<file path="src/rtl/ignition_gear_controller.sv">
// Ignition power-mode sequencer and gear selector for the car simulator.
// A tick-gated FSM handles key debounce, the timed crank phase and
// fuel stall. The gear register runs every CLK with speed interlocks
// and a brake shift-lock.
//
// state    | meaning
// S_OFF    | everything off
// S_ACC    | accessory power only
// S_CRANK  | starter engaged, counting crank ticks
// S_RUN    | engine running
// S_STALL  | engine died on empty fuel, accessory power kept
module ignition_gear_controller #(
   parameter int unsigned FUEL_W         = 8,
   parameter int unsigned SPD_W          = 8,
   parameter int unsigned FUEL_MIN       = 0,
   parameter int unsigned CRANK_TICKS    = 20,
   parameter int unsigned DEBOUNCE_TICKS = 3,
   parameter int unsigned PARK_MAX_SPD   = 0,
   parameter int unsigned REV_MAX_SPD    = 0,
   parameter bit          SHIFT_LOCK     = 1'b1
) (
   input  logic              CLK,
   input  logic              global_safe_rst,
   input  logic              tick,
   input  logic              key_start,
   input  logic              brake,
   input  logic              req_p,
   input  logic              req_r,
   input  logic              req_n,
   input  logic              req_d,
   input  logic [FUEL_W-1:0] fuel,
   input  logic [SPD_W-1:0]  speed,
   output logic [2:0]        power_state,
   output logic              engine_on,
   output logic              acc_on,
   output logic              crank_active,
   output logic [3:0]        gear,
   output logic              start_fail,
   output logic              shift_reject
);

   localparam int unsigned DW = (DEBOUNCE_TICKS < 2) ? 1 : $clog2(DEBOUNCE_TICKS + 1);
   localparam int unsigned CW = $clog2(CRANK_TICKS + 1);

   localparam logic [DW-1:0]     DEB_LAST   = DW'(DEBOUNCE_TICKS - 1);
   localparam logic [DW-1:0]     DEB_MAX    = DW'(DEBOUNCE_TICKS);
   localparam logic [CW-1:0]     CRANK_LAST = CW'(CRANK_TICKS - 1);
   localparam logic [CW-1:0]     CRANK_MAX  = CW'(CRANK_TICKS);
   localparam logic [FUEL_W-1:0] FUEL_MIN_L = FUEL_W'(FUEL_MIN);
   localparam logic [SPD_W-1:0]  PARK_L     = SPD_W'(PARK_MAX_SPD);
   localparam logic [SPD_W-1:0]  REV_L      = SPD_W'(REV_MAX_SPD);

   typedef enum logic [2:0] {
      S_OFF   = 3'd0,
      S_ACC   = 3'd1,
      S_CRANK = 3'd2,
      S_RUN   = 3'd3,
      S_STALL = 3'd4
   } state_t;

   typedef enum logic [3:0] {
      G_P = 4'd3,
      G_R = 4'd6,
      G_N = 4'd9,
      G_D = 4'd12
   } gear_t;

   state_t         state_q, state_d;
   logic [CW-1:0]  crank_q, crank_d;
   logic [DW-1:0]  deb_cnt_q;
   logic           start_fail_q, start_fail_d;
   gear_t          gear_q, gear_d, target;
   logic [3:0]     req_q, req_now, req_edge;
   logic           shift_reject_q, shift_reject_d;
   logic           has_req, allowed;

   logic fuel_empty, start_ok, start_edge;

   assign fuel_empty = (fuel <= FUEL_MIN_L);
   assign start_ok   = brake & (gear_q == G_P) & ~fuel_empty;
   // The counter saturates at DEB_MAX, so the last step into it fires only once per hold.
   assign start_edge = tick & key_start & (deb_cnt_q == DEB_LAST);

   // Debounce counter: counts consecutive high ticks, cleared by any low tick.
   always_ff @(posedge CLK or posedge global_safe_rst) begin
      if (global_safe_rst) begin
         deb_cnt_q <= '0;
      end else if (tick) begin
         if (!key_start)
            deb_cnt_q <= '0;
         else if (deb_cnt_q != DEB_MAX)
            deb_cnt_q <= deb_cnt_q + 1'b1;
      end
   end

   // Power-mode state register, crank counter and start_fail pulse.
   always_ff @(posedge CLK or posedge global_safe_rst) begin
      if (global_safe_rst) begin
         state_q      <= S_OFF;
         crank_q      <= '0;
         start_fail_q <= 1'b0;
      end else begin
         state_q      <= state_d;
         crank_q      <= crank_d;
         start_fail_q <= start_fail_d;
      end
   end

   // Power-mode next-state logic; advances only on tick.
   always_comb begin
      state_d      = state_q;
      crank_d      = (state_q == S_CRANK) ? crank_q : '0;
      start_fail_d = 1'b0;
      if (tick) begin
         unique case (state_q)
            S_OFF: begin
               if (start_edge) state_d = start_ok ? S_CRANK : S_ACC;
            end
            S_ACC, S_STALL: begin
               if (start_edge) state_d = start_ok ? S_CRANK : S_OFF;
            end
            S_CRANK: begin
               if (crank_q != CRANK_MAX) crank_d = crank_q + 1'b1;
               if (fuel_empty || !brake) begin
                  state_d      = S_ACC;
                  start_fail_d = 1'b1;
               end else if (crank_q == CRANK_LAST) begin
                  state_d = S_RUN;
               end
            end
            S_RUN: begin
               if (fuel_empty)
                  state_d = S_STALL;
               else if (start_edge && (speed == '0))
                  state_d = S_OFF;
            end
            default: state_d = S_OFF;
         endcase
      end
   end

   assign req_now  = {req_d, req_n, req_r, req_p};
   assign req_edge = req_now & ~req_q;

   // Gear selection: only the highest-priority request edge is evaluated.
   always_comb begin
      gear_d         = gear_q;
      shift_reject_d = 1'b0;
      target         = gear_q;
      has_req        = 1'b1;
      allowed        = 1'b1;
      if (req_edge[0])      target = G_P;
      else if (req_edge[1]) target = G_R;
      else if (req_edge[2]) target = G_N;
      else if (req_edge[3]) target = G_D;
      else                  has_req = 1'b0;
      if (has_req && (target != gear_q)) begin
         if (SHIFT_LOCK && (gear_q == G_P) && !brake)
            allowed = 1'b0;
         else if (target == G_P)
            allowed = (speed <= PARK_L);
         else if (target == G_R)
            allowed = (speed <= REV_L);
         if (allowed)
            gear_d = target;
         else
            shift_reject_d = 1'b1;
      end
   end

   // Gear register, request edge detectors and reject pulse.
   always_ff @(posedge CLK or posedge global_safe_rst) begin
      if (global_safe_rst) begin
         gear_q         <= G_P;
         req_q          <= '0;
         shift_reject_q <= 1'b0;
      end else begin
         gear_q         <= gear_d;
         req_q          <= req_now;
         shift_reject_q <= shift_reject_d;
      end
   end

   assign power_state  = state_q;
   assign engine_on    = (state_q == S_RUN);
   assign acc_on       = (state_q != S_OFF);
   assign crank_active = (state_q == S_CRANK);
   assign gear         = gear_q;
   assign start_fail   = start_fail_q;
   assign shift_reject = shift_reject_q;

endmodule

</file>
<file path="config.mk">
export PLATFORM = sky130hd
export DESIGN_NAME = ignition_gear_controller
export DESIGN_NICKNAME = d
export VERILOG_FILES = /design/src/rtl/ignition_gear_controller.sv
export SDC_FILE = /design/constraint.sdc
export NUM_CORES = 1
export LEC_CHECK = 0
export ABC_AREA = 0
export BUFFER_PORTS_ARGS = -buffer_cell sky130_fd_sc_hd__buf_2
export CAP_MARGIN = 5
export CORE_ASPECT_RATIO = 1.5
export CORE_MARGIN = 1.5
export CORE_UTILIZATION = 40
export CTS_BUF_LIST = sky130_fd_sc_hd__clkbuf_4
export DETAILED_ROUTE_END_ITERATION = 7
export GPL_ROUTABILITY_DRIVEN = 0
export PLACE_DENSITY_LB_ADDON = 0.08
export SETUP_SLACK_MARGIN = 0.05
export SLEW_MARGIN = 40
export SYNTH_ARGS = -nofsm -noshare
export SYNTH_HDL_FRONTEND = slang
export SYNTH_SLANG_ARGS = --single-unit
</file>
<file path="constraint.sdc">
create_clock -name CLK -period 2.1 [get_ports CLK]
set_clock_uncertainty 0.05 [all_clocks]
set_input_delay 0 -clock CLK [delete_from_list [all_inputs] [get_ports CLK]]
set_output_delay 0 -clock CLK [all_outputs]
set_load 0.005 [all_outputs]
</file>
---- Word level (Yosys, flattened, before mapping) ----
Cells that the tools add are included.
word-level totals
  register bits ........................... 20
  bits of input ports ..................... 25
  output and inout bits ................... 12
  logic and storage cells ................. 79
operators by class
  $add $sub $neg .......................... 2
  order comparisons ....................... 2
  eq/ne operators ......................... 17
  multiplexer cells ....................... 32
  bitwise operators ....................... 7
  reduce and logical (&&, ||, !) cells .... 12
operators by type and width
  operator             number
  $mux 5               4
  $mux 3               6
  $le 8x1->1 const B   2
  $mux 4               4
  $mux 1               13
  $pmux 3 s4           1
  $eq 4x2->1 const B   2
  $logic_not 8->1      1
  $mux 2               4
  $eq 3x2->1 const B   2
  $ne 2x2->1 const B   3
  $ne 3x1->1 const B   2
  $add 5x1->5 const B  1
  $eq 5x5->1 const B   1
  $ne 5x5->1 const B   1
  $reduce_and 5->1     1
  $and 1x1->1          4
  $and 4x4->4          1
  $eq 4x3->1 const B   1
  $ne 4x4->1           1
  $not 4->4            1
  $reduce_and 2->1     2
  $eq 3x1->1 const B   1
  $eq 3x3->1 const B   1
  other kinds (10)     12

---- Longest topological paths before layout ----
Gate-level depths: netlist (run 1).
  word-level depth ........................ 13
  mapped depth ............................ 8
  mapped depth without buffers ............ 7

---- Least setup slack after synthesis (run 1) ----
OpenSTA, ideal clock, no wires.
  path kind ............................... flip-flop to flip-flop
  from .................................... register crank_q[0]
  to ...................................... register state_q[0], in the netlist power_state[0]
  library setup time ...................... 118 ps
  arrival time ............................ 1556 ps
  data required time ...................... 1932 ps
  path slack .............................. 375 ps
  cell stages (with the launch flop) ...... 7
  buffers on the path ..................... 0
  period minus slack after synthesis ...... 1725 ps
  cells stage by stage .................... dfrtp_1 ha_1 and4bb_2 o311a_2 o31ai_2 nor4_1 a21o_1
on the way
  cells in the longest elaborated chain, start to end .. 3
ends and longest elaborated chain
  what                               line  source
  start: declaration                 69    logic [CW-1:0] crank_q, crank_d;
  start signal: assignment           104   crank_q <= crank_d;
  $eq 5x5->1                         127   end else if (crank_q == CRANK_LAST) begin
  $ne 3x1->1 (no source line)        -
  $reduce_and 5->1 (no source line)  -
  end signal: assignment             103   state_q <= state_d;
  end: declaration                   68    state_t state_q, state_d;
No other way between the ends.
A chain may end at the register's enable or synchronous reset.

---- Worst setup path in the final report (run 1) ----
Same ends and word-level chain as after synthesis.

==> results of run 1 <==
## routing by layer
metal,global-route usage [%],vias up
met4,7.72,0
met2,36.2,13
li1,-,535
met3,3.39,4
met1,16.2,491
met5,0,-
## through the flow
stage	area [µm²]	instances	setup WS [ns]	hold WS, ns
finish	1520	210	0.277	0.0997
global route	1520	210	0.0675	0.139
CTS	1520	210	0.271	0.108
detailed placement	1410	198	0.295	0.0746
global placement	1410	198	0.335	0.0711
floorplan	1170	124	0.375	-0.0877
## power groups by stage
| stage | combinational, mW | sequential [mW] | clock (mW) |
|---|---|---|---|
| 3_3_place_gp | 0.559 | 0.609 | 0 |
| 5_1_grt | 0.665 | 0.621 | 0.205 |
| 2_1_floorplan | 0.354 | 0.598 | 0 |
| 3_5_place_dp | 0.570 | 0.612 | 0 |
| 6_report | 0.581 | 0.606 | 0.180 |
| 4_1_cts | 0.588 | 0.605 | 0.189 |
## worst min path at each step
stage                               start           end  slack [ns]  cells past startpoint
after floorplan           global_safe_rst    crank_q[0]       -0.09                      1
after global placement              req_p      req_q[0]        0.07                      1
after detailed placement            req_p      req_q[0]        0.07                      1
after CTS                        speed[5]  shift_reject        0.11                      5
after global routing              fuel[3]    start_fail        0.14                      4
final                            speed[5]  shift_reject         0.1                      5
## sequential cells by signal, indices dropped and copies added (netlist names)
register,count
deb_cnt_q,2
gear,4
shift_reject,1
crank_q,5
power_state,3
start_fail,1
req_q,4
## critical path, stage by stage (launching register included)
cell	delay, ns
dfrtp_1	0.43
ha_1	0.24
and4bb_2	0.23
o311a_2	0.41
o31ai_2	0.10
nor4_1	0.10
a21o_1	0.16
## layout make-up
class | count | area [µm²]
Timing Repair Buffer | 47 | 285
Clock buffer | 3 | 22.5
Sequential cell | 20 | 503
Fill cell | 279 | 1210
Inverter | 8 | 30.0
Multi-Input combinational cell | 95 | 633
Tap cell | 37 | 46.3
## cell families (layout without fill, tap and decap cells)
kind of cell / Yosys count / after routing / synth area share, %
flip-flops: 20 / 20 / 43.0
multiplexers: 4 / 4 / 3.74
AND/OR/NAND/NOR: 57 / 57 / 27.7
adder cells (fa/ha/maj): 4 / 4 / 4.28
buffers and inverters: 9 / 58 / 2.89
AO/OA/AOI/OAI: 26 / 26 / 15.4
XOR/XNOR: 4 / 4 / 3.00
## layout by cell type, fill, tap and decap left out, types with 2 or more instances in the layout
master and instances:
buf_2 36, nand2_1 11, buf_4 2, ha_1 4, a21oi_1 7, clkbuf_4 3
nor2_1 11, nor3_1 2, o21ai_0 7, mux2_2 2, nor2b_1 8, inv_1 7
dfrtp_1 18, nand3_1 3, nor4_1 3, or3_2 2, nand4_1 2, and2b_2 2
dlygate4sd3_1 9, xor2_1 3, or4_4 2, nand2b_1 5, dfstp_2 2, a21o_1 2
## repair_timing
action,CTS,global route
endpoints found under the hold margin,26,0
hold buffers,9,0
endpoints found under the setup margin,0,0
==> run summary, run 1 <==
• 0 — antenna violations before repair
• built — TritonCTS clock tree
• 124 — Gate Count Post-Synth
• 0 — post-CTS repair timing setup buffer count
• 0.719 nW — Leakage
• 20 — post-synthesis register bit count
• 0 — count of endpoints failing setup in the final report
• 1590 µm — Routed met2 length
• 4 — Pre-antenna DRT Iters
• 2680 µm — Routed Wire Length
• crank_q[0] — reg2reg start
• 3 — TritonCTS Buffers
• met4 — highest routed metal layer
• 0 — leftover overflow at the end of global routing
• in -> reg — Tightest Hold Check Type
• 42.5% — combinational share of power
• 44.3% — Flop pwr share
• 18 x dfrtp_1, 11 x nand2_1, 11 x nor2_1 — most used standard cells in the synthesized netlist
• 0 — number of maximum-capacitance violations
• 0 — Yosys warning total
• 20 — clock net sink count
• 899 mW/mm² — Power per Cell Area
• 0 — n_diodes
• 153 — number of nets produced by synthesis
• dfrtp_1 — post-synthesis cell type with the largest combined area
• 2110 µm — detailed placement HPWL
• 0.548 GHz — Achievable Freq
• 43.0% — sequential share of the synthesized area
• 13 — drt initial violations
• 1.37 mW — overall power of the completed layout
• 40 — count of different cell masters after synthesis
• 1.98 ns — arrival time of data at the critical path endpoint
• 204 — net count of the finished layout
• 0 — number of DRC violations after detailed routing
• 0.30 ns — clock insertion delay at the later pin of the skew report
• dfrtp_1 — Most used DFF post-synth
• 38.5% — top-area cell type share of the netlist area
• 55.6% — fraction of the core area covered by cells at the end of the flow
• 71.7% — max-slew headroom at the worst pin
• 37 — # IOs
• 9.43 µm² — mean area per synthesized cell
• 36 — count of port buffers added during placement
• 1114 — number of global-route vias before repair
• 0.00273 mm² — core area
• 58 µm — Detail Route met3 WL
• 42.8% — starting density of the core
• 18.5% — global-route usage over all layers
• 992 µm — Metal-1 WL
• 0.497 mW — switching power summed over all nets
• 0 — number of pins exceeding their max-slew limit in the final report
• 0 — final-report hold violation count
• 1 — depth of the CTS H-tree
• flip-flop — Crit. End Element
• power_state[0] — termination of the worst setup path
• 0 — number of gates given a new drive strength after cts
• dfrtp_1 — most frequent cell after synthesis
• clkbuf_4 — CTS root buffer
• 0 — number of enable-type register cells in the synthesized netlist
• 0.28 ns — slack of the worst reg-to-reg path
• 100% — ys async rst share
• 47.2 µm — x dimension of the die
• 0.425 ns — Tightest Pin Transition
• 0.00117 mm² — area of the mapped netlist
• 1043 — number of vias after detailed routing
• 12.8 µm — Routed wire per std cell
• 23 — # rows
• 0 — remaining number of nets flagged by the antenna check after routing
• power_state[0] — capture point of the worst reg-to-reg path
• dfrtp_1 39%, dfstp_2 4.5%, ha_1 4.3% — top cells by area, synth
• 0 ns — final total negative setup slack
• false — unrepaired setup endpoints after global routing
• 2.26 ns — Crit path required time
• flip-flop — startpoint type of the worst setup path
• 29.9% — layout overhead on the synthesized area
• 21 — largest net degree at the start of global routing
• 36.3% — proportion of total power due to net switching
• crank_q[0] — worst setup path startpoint
• 86.8% — share of the clock period used by the worst path after layout
• 1.82 ns — Tmin final
• 32.9% — proportion of layout cells with a drive suffix above 1
• 69.2 µm — DIE HEIGHT
• 4400 µm — global-route wire length before repair
• 4.97 — via density per instance
• 0.00326 mm² — total die area
• 6 — depth of the most critical reg-to-reg path
• reg -> reg — path type of the worst setup path
• finished, final reports clean — status
• 13.2% — clock network fraction of design power
• 0.870 mW — cell-internal power
• 0.000556 V — largest voltage drop on the vdd net
• 0.11 ns — CTS clock-pin slew for the worst setup and hold paths
• 4 — CP Max Fanout
• 2 — number of buffers on the longest clock path
No activity file was read; power rests on OpenSTA's default activity.
==> run 2, diff against run 1 <==
Settings changed: ABC_CLOCK_PERIOD_IN_PS from default to 2300.
Clock period 2.1 ns to 2.3 ns, I/O delays scaled along.
==> run 2 against run 1 <==
Clock power increased by 6%. Wire length decreased by 1.1%. Count of clock-buffer cells in the layout increased by 1. Global-route usage increased by 0.23 points. First-iteration DRC count increased by 7.7%. Final area unchanged. Via count increased by 1.2%. Worst hold slack got worse by 0.024 ns. Maximum frequency decreased by 0.79%. Worst setup slack improved by 0.19 ns. Die area unchanged.
==> run summary, run 2 (synthesis results as in run 1) <==
• 42.8% — starting density of the core, unchanged
• clkbuf_4 — CTS root buffer
• 0.000444 V — largest voltage drop on the vdd net, -20%
• 0.0755 ns — worst hold margin, -0.0242 ns
• 3 — TritonCTS Buffers, unchanged
• 5.02 — via density per instance, +1.2%
• 0 — n_diodes, unchanged
• 197 — cell total after placement, -0.51%
• 0 — number of pins exceeding their max-slew limit in the final report, unchanged
• 0.00326 mm² — total die area, unchanged
• built — TritonCTS clock tree
• 0 — remaining number of nets flagged by the antenna check after routing, unchanged
• power_state[0] — capture point of the worst reg-to-reg path
• 4 — CP Max Fanout, unchanged
• 29.9% — layout overhead on the synthesized area, unchanged
• 1155 — number of global-route vias before repair, +3.7%
• crank_q[0] — reg2reg start
• 20 — clock net sink count, unchanged
• 203 — net count of the finished layout, -0.49%
• 14 — drt initial violations, +1
• met2 — busiest layer in global routing
• 55.6% — fraction of the core area covered by cells at the end of the flow, unchanged
• flip-flop — Crit. End Element
• 2140 µm — detailed placement HPWL, +1.3%
• 47.2 µm — x dimension of the die, unchanged
• 36 x buf_2, 18 x dfrtp_1, 11 x nor2_1, 11 x nand2_1, 9 x dlygate4sd3_1 — most frequent cells in the layout
• 1 — depth of the CTS H-tree, unchanged
• 17.1% — met1 usage in global routing, +0.95 points
• buf_2 — most common cell after layout, fill and taps aside
• 0 — count of endpoints failing setup in the final report, unchanged
• 1055 — number of vias after detailed routing, +1.2%
• 0 — antenna violations before repair, unchanged
• 2.46 ns — Crit path required time, +0.20 ns
• 0 ns — final total negative setup slack, unchanged
• 0 — number of maximum-capacitance violations, unchanged
• 5 — flip-flop count of the largest register, all copies and words added, unchanged
• 18.7% — global-route usage over all layers, +0.23 points
• 37.0% — met2 layer usage reported by global route, +0.76 points
• 0.00273 mm² — core area, unchanged
• 36 — count of port buffers added during placement, unchanged
• ha_1, and4bb_2, o311a_2, o31ai_2, nor4_1, a21o_1 — Critical Path, Cell by Cell
• flip-flop — startpoint type of the worst setup path
• 0 — leftover overflow at the end of global routing, unchanged
• 0 — WP buf/inv, unchanged
• 12.6 µm — Routed wire per std cell, -1.1%
• 21 — largest net degree at the start of global routing, unchanged
• 4550 µm — global-route wire length before repair, +3.5%
• 72.1% — max-slew headroom at the worst pin, +0.46 points
• 6 — depth of the most critical reg-to-reg path, unchanged
• 0.46 ns — slack of the worst reg-to-reg path, +0.19 ns
• power_state[0] — termination of the worst setup path
• reg -> reg — path type of the worst setup path
• dfrtp_1 — Worst path slowest cell
• in -> reg — Tightest Hold Check Type
• 37 — # IOs, unchanged
• compound AO/OA/AOI/OAI gates — Largest delay share family, worst path
• 32.9% — proportion of layout cells with a drive suffix above 1, unchanged
• crank_q — register bank with the most flops
• 23 — # rows, unchanged
• finished, final reports clean — status
• 1.26 mW — overall power of the completed layout, -7.7%
• 0.544 GHz — Achievable Freq, -0.79%
• 0.31 ns — clock insertion delay at the later pin of the skew report, about the same
• 0.44 ns — Largest stage delay, worst path, about the same
• 0.11 ns — CTS clock-pin slew for the worst setup and hold paths, about the same
• 1.82% — Global Route met3 Usage, -1.6 points
• 210 — non-filler cells, final, unchanged
• 2 — number of buffers on the longest clock path, unchanged
• 79.9% — share of the clock period used by the worst path after layout, -6.9 points
• 830 mW/mm² — Power per Cell Area, -7.7%
• 2.00 ns — arrival time of data at the critical path endpoint, +0.02 ns
• 0.418 ns — Tightest Pin Transition, -0.00695 ns
• 69.2 µm — DIE HEIGHT, unchanged
• 0 — number of DRC violations after detailed routing, unchanged
• 4 — Pre-antenna DRT Iters, unchanged
• crank_q[0] — worst setup path startpoint
• 0.719 nW — Leakage, about the same
• 0 — final-report hold violation count, unchanged
• 1.84 ns — Tmin final, +0.0145 ns
• false — unrepaired setup endpoints after global routing
• 6 — number of logic stages on the critical path including buffering, unchanged
• 2650 µm — Routed Wire Length, -1.1%
• 0 — post-CTS repair timing setup buffer count, unchanged
-- run 2: final cells by class --
class                           instances  area, µm²
Multi-Input combinational cell         95        633
Clock buffer                            4       30.0
Fill cell                             265       1210
Inverter                                8       30.0
Timing Repair Buffer                   46        278
Sequential cell                        20        503
Tap cell                               37       46.3
-- run 2: worst min path at each step --
stage	cells after the start	end	slack [ns]	start
after detailed placement	1	req_q[0]	0.07	req_p
after CTS	3	power_state[1]	0.0002	brake
after floorplan	1	crank_q[0]	-0.09	global_safe_rst
final	5	shift_reject	0.08	speed[5]
after global routing	5	shift_reject	0.12	speed[2]
after global placement	1	req_q[0]	0.07	req_p
-- run 2: per-stage QoR --
step                setup WS (ns)  area, µm²
floorplan                   0.575       1170
global placement            0.542       1400
detailed placement          0.488       1400
CTS                         0.464       1510
global route                0.270       1520
finish                      0.462       1520
-- run 2: worst register-to-register path, cell delays in order, from the launching register on --
cell	delay [ns]
dfrtp_1	0.44
ha_1	0.25
and4bb_2	0.24
o311a_2	0.41
o31ai_2	0.10
nor4_1	0.10
a21o_1	0.16
-- run 2: power by group --
part           switching [mW]  internal, mW  leakage (nW)
logic                   0.247         0.270         0.451
clock network           0.111        0.0795        0.0184
registers               0.103         0.451         0.250
-- run 2: routing by layer --
metal	up-vias	wire, µm
met1	495	945
met3	5	60
li1	536	-
met5	-	0
met4	0	43
met2	19	1610
-- run 2: timing repair --
action	CTS	global route
gates resized for setup	0	0
endpoints found under the hold margin	25	1
hold buffers	8	1
==> run 3, diff against run 2 <==
Settings changed: ABC_AREA 0 to 1, ABC_CLOCK_PERIOD_IN_PS 2300 to 1840.
Clock period 2.3 ns to 1.84 ns, I/O delays scaled along.
==> run 3 against run 2 <==
Sequential share of layout area down 2.1 points. Power increased by 31%. Synthesized area grew 11%. Clock power rose by 21%. Critical path depth increased by 2. Wire length up 7.2%. First-iteration DRC count grew to 2.7 times the previous value. Final cell count increased by 25%. Sequential cell count is the same. Die area grew 10%. Critical endpoint is now crank_q[4].
==> run summary, run 3 <==
• 10.9 µm — Routed wire per std cell, -14%
• 0 — final-report hold violation count, unchanged
• 0.433 ns — Tightest Pin Transition, +0.0158 ns
• 0 — Yosys warning total, unchanged
• 0 — number of enable-type register cells in the synthesized netlist, unchanged
• 25 — # rows, +8.7%
• false — unrepaired setup endpoints after global routing
• 2 — number of buffers on the longest clock path, unchanged
• 0 — remaining number of nets flagged by the antenna check after routing, unchanged
• 0.40 ns — Largest stage delay, worst path, -0.04 ns
• 25.5% — layout overhead on the synthesized area
• 1 — WP buf/inv, +1
• crank_q[1] — reg2reg start
• 0.000572 V — largest voltage drop on the vdd net, +29%
• 38 — drt initial violations, +24
• 1 — depth of the CTS H-tree, unchanged
• 37.9% — share of synthesized cell area in and, or, nand and nor gates, +10 points
• in -> reg — Tightest Hold Check Type
• 0.00129 mm² — area of the mapped netlist, +11%
• 1090 µm — Metal-1 WL, +16%
• 8.22% — Compound-Gate Fraction of Synth Area, -7.2 points
• 17.4% — global-route usage over all layers, -1.4 points
• 0.877 nW — Leakage, +22%
• inv_1, ha_1, nand4_1, nand2_1, nor3_1, nand2_1, o21ai_1, a21oi_1 — Critical Path, Cell by Cell
• 36 — count of port buffers added during placement, unchanged
• 24 — count of different cell masters after synthesis, -40%
• 49.4 µm — x dimension of the die, +4.8%
• flip-flop — Crit. End Element
• 0 — number of DRC violations after detailed routing, unchanged
• 1.66 ns — arrival time of data at the critical path endpoint, -0.34 ns
• dfrtp_1 — post-synthesis cell type with the largest combined area
• 0 — count of endpoints failing setup in the final report, unchanged
• 0.00359 mm² — total die area, +10%
• simple AND/OR/NAND/NOR gates — main combinational cell family by area after synthesis
• flip-flop — startpoint type of the worst setup path
• 0 — number of gates given a new drive strength after cts, unchanged
• 0.00313 mm² — core area, +14%
• finished, final reports clean — status
• 37 x nand2_1, 36 x buf_2, 23 x inv_1, 18 x dfrtp_1, 16 x nor2_1 — most frequent cells in the layout
• 1240 — number of vias after detailed routing, +18%
• 71.1% — max-slew headroom at the worst pin, -1.1 points
• 4.73 — via density per instance, -5.8%
• 38.9% — sequential share of the synthesized area, -4.1 points
• fuel[1] — hold wc startpoint
• 20 — clock net sink count, unchanged
• 1020 mW/mm² — Power per Cell Area, +23%
• power_state[2] — worst hold endpoint
• 34.8% — top-area cell type share of the netlist area, -3.7 points
• 252 — net count of the finished layout, +24%
• nand2_1 — most frequent cell after synthesis
• 0 — n_diodes, unchanged
• met4 — highest routed metal layer
• simple AND/OR/NAND/NOR gates — Largest delay share family, worst path
• 1.52 ns — Tmin final, -0.322 ns
• 0 — number of maximum-capacitance violations, unchanged
• 37 x nand2_1, 24 x inv_1, 18 x dfrtp_1 — most used standard cells in the synthesized netlist
• 1600 µm — Routed met2 length, -0.12%
• 82.4% — share of the clock period used by the worst path after layout, +2.5 points
• 8 — depth of the most critical reg-to-reg path, +2
• 0.32 ns — slack of the worst reg-to-reg path, -0.14 ns
• 6 — WHS Path Cells, +1
• 7.39 µm² — mean area per synthesized cell, -22%
• 4900 µm — global-route wire length before repair, +7.6%
• 1.98 ns — Crit path required time, -0.48 ns
• 2850 µm — Routed Wire Length, +7.2%
• 1263 — number of global-route vias before repair, +9.4%
• 100% — ys async rst share, unchanged
• clkbuf_4 — CTS root buffer
• 20 — post-synthesis register bit count, unchanged
• 0.11 ns — CTS clock-pin slew for the worst setup and hold paths, about the same
• 5 — flip-flop count of the largest register, all copies and words added, unchanged
• 2250 µm — detailed placement HPWL, +5.4%
• 7 — total of hold buffers inserted after clock tree synthesis, -1
• 0 — leftover overflow at the end of global routing, unchanged
• 21 — largest net degree at the start of global routing, unchanged
• 32.0% — proportion of layout cells with a drive suffix above 1, -0.97 points
• 0 ns — final total negative setup slack, unchanged
• crank_q[4] — capture point of the worst reg-to-reg path
• 175 — Gate Count Post-Synth, +41%
• dfrtp_1 — Worst path slowest cell
• 0 — number of pins exceeding their max-slew limit in the final report, unchanged
• nand2_1 — most common cell after layout, fill and taps aside
• 311 — Fillers, +17%
• built — TritonCTS clock tree
• 3 — TritonCTS Buffers, unchanged
• reg -> reg — path type of the worst setup path
• 7 — CP Max Fanout, +3
• 6 — Pre-antenna DRT Iters, +2
• 37 — # IOs, unchanged
• 0 — antenna violations before repair, unchanged
• 262 — non-filler cells, final, +25%
• 0.660 GHz — Achievable Freq, +21%
• 72.7 µm — DIE HEIGHT, +4.9%
• 0.30 ns — clock insertion delay at the later pin of the skew report, about the same
• dfrtp_1 — Most used DFF post-synth
• 1.66 mW — overall power of the completed layout, +31%
• 1.26% — Synth Area in XOR/XNOR, -1.7 points
• 251 — cell total after placement, +27%
• 0% — fraction of synthesized area in multiplexers, -3.7 points
• 204 — number of nets produced by synthesis, +33%
• dfrtp_1 35%, nand2_1 11%, inv_1 7.0% — top cells by area, synth
• crank_q — register bank with the most flops
• 41.4% — starting density of the core, -1.4 points
• nand2_1 — Critical Path Most Common Cell
• 3.87% — Synth Area in Adders, -0.41 points
• 110 µm — Detail Route met3 WL, +83%
• 0 — post-CTS repair timing setup buffer count, unchanged
[run 3: changes by cell type after synthesis, sizes merged, moves of 5 or more]
cell,delta
inv,+25
nand2,+41
nor2b,-8
nand2b,-5
nor2,+8
nand3,+11
[run 3: logic make-up (layout without fill, tap and decap cells)]
family,Yosys count,in the layout
compound gates,20,20
buf+inv,34,81
fa+ha+maj,4,4
simple gates,96,96
xor+xnor,1,1
flops,20,20
[run 3: worst max path at each step]
stage               startpoint              to  depth (start not counted)
detailed placement     gear[0]  power_state[0]                          7
CTS                    gear[0]  power_state[0]                          7
global route        crank_q[0]      crank_q[4]                          8
floorplan           crank_q[0]      crank_q[4]                          8
finish              crank_q[1]      crank_q[4]                          8
global placement    crank_q[0]      crank_q[4]                          8
[run 3: per-stage QoR]
step	hold WS, ns	cell area (µm²)	setup slack (ns)	util (%)
6_report	0.0311	1620	0.324	51.9
5_1_grt	0.0328	1620	0.0675	51.9
4_1_cts	0.0245	1620	0.327	51.9
3_5_place_dp	0.104	1520	0.351	48.7
3_3_place_gp	0.102	1520	0.365	48.7
2_1_floorplan	-0.0877	1290	0.478	-
[run 3: final cells by class]
class	count	area [µm²]	share of cell area, %
Multi-Input combinational cell	121	663	40.8
Sequential cell	20	503	31.0
Timing Repair Buffer	43	250	15.4
Inverter	34	128	7.86
Tap cell	40	50.0	3.08
Clock buffer	4	30.0	1.85
[run 3: worst register-to-register path, stage by stage (launching register included)]
cell,delay [ns]
dfrtp_1,0.40
inv_1,0.07
ha_1,0.18
nand4_1,0.08
nand2_1,0.13
nor3_1,0.22
nand2_1,0.10
o21ai_1,0.13
a21oi_1,0.05
[run 3: layer usage]
layer,up-vias,track usage [%]
li1,642,-
met1,566,17.3
met2,28,33.9
met3,4,3.28
met4,0,8.02
met5,-,0
[run 3: power by group]
part,leakage [nW],switching [mW],internal (mW)
registers,0.255,0.121,0.553
clock network,0.0184,0.132,0.0991
logic,0.604,0.435,0.317
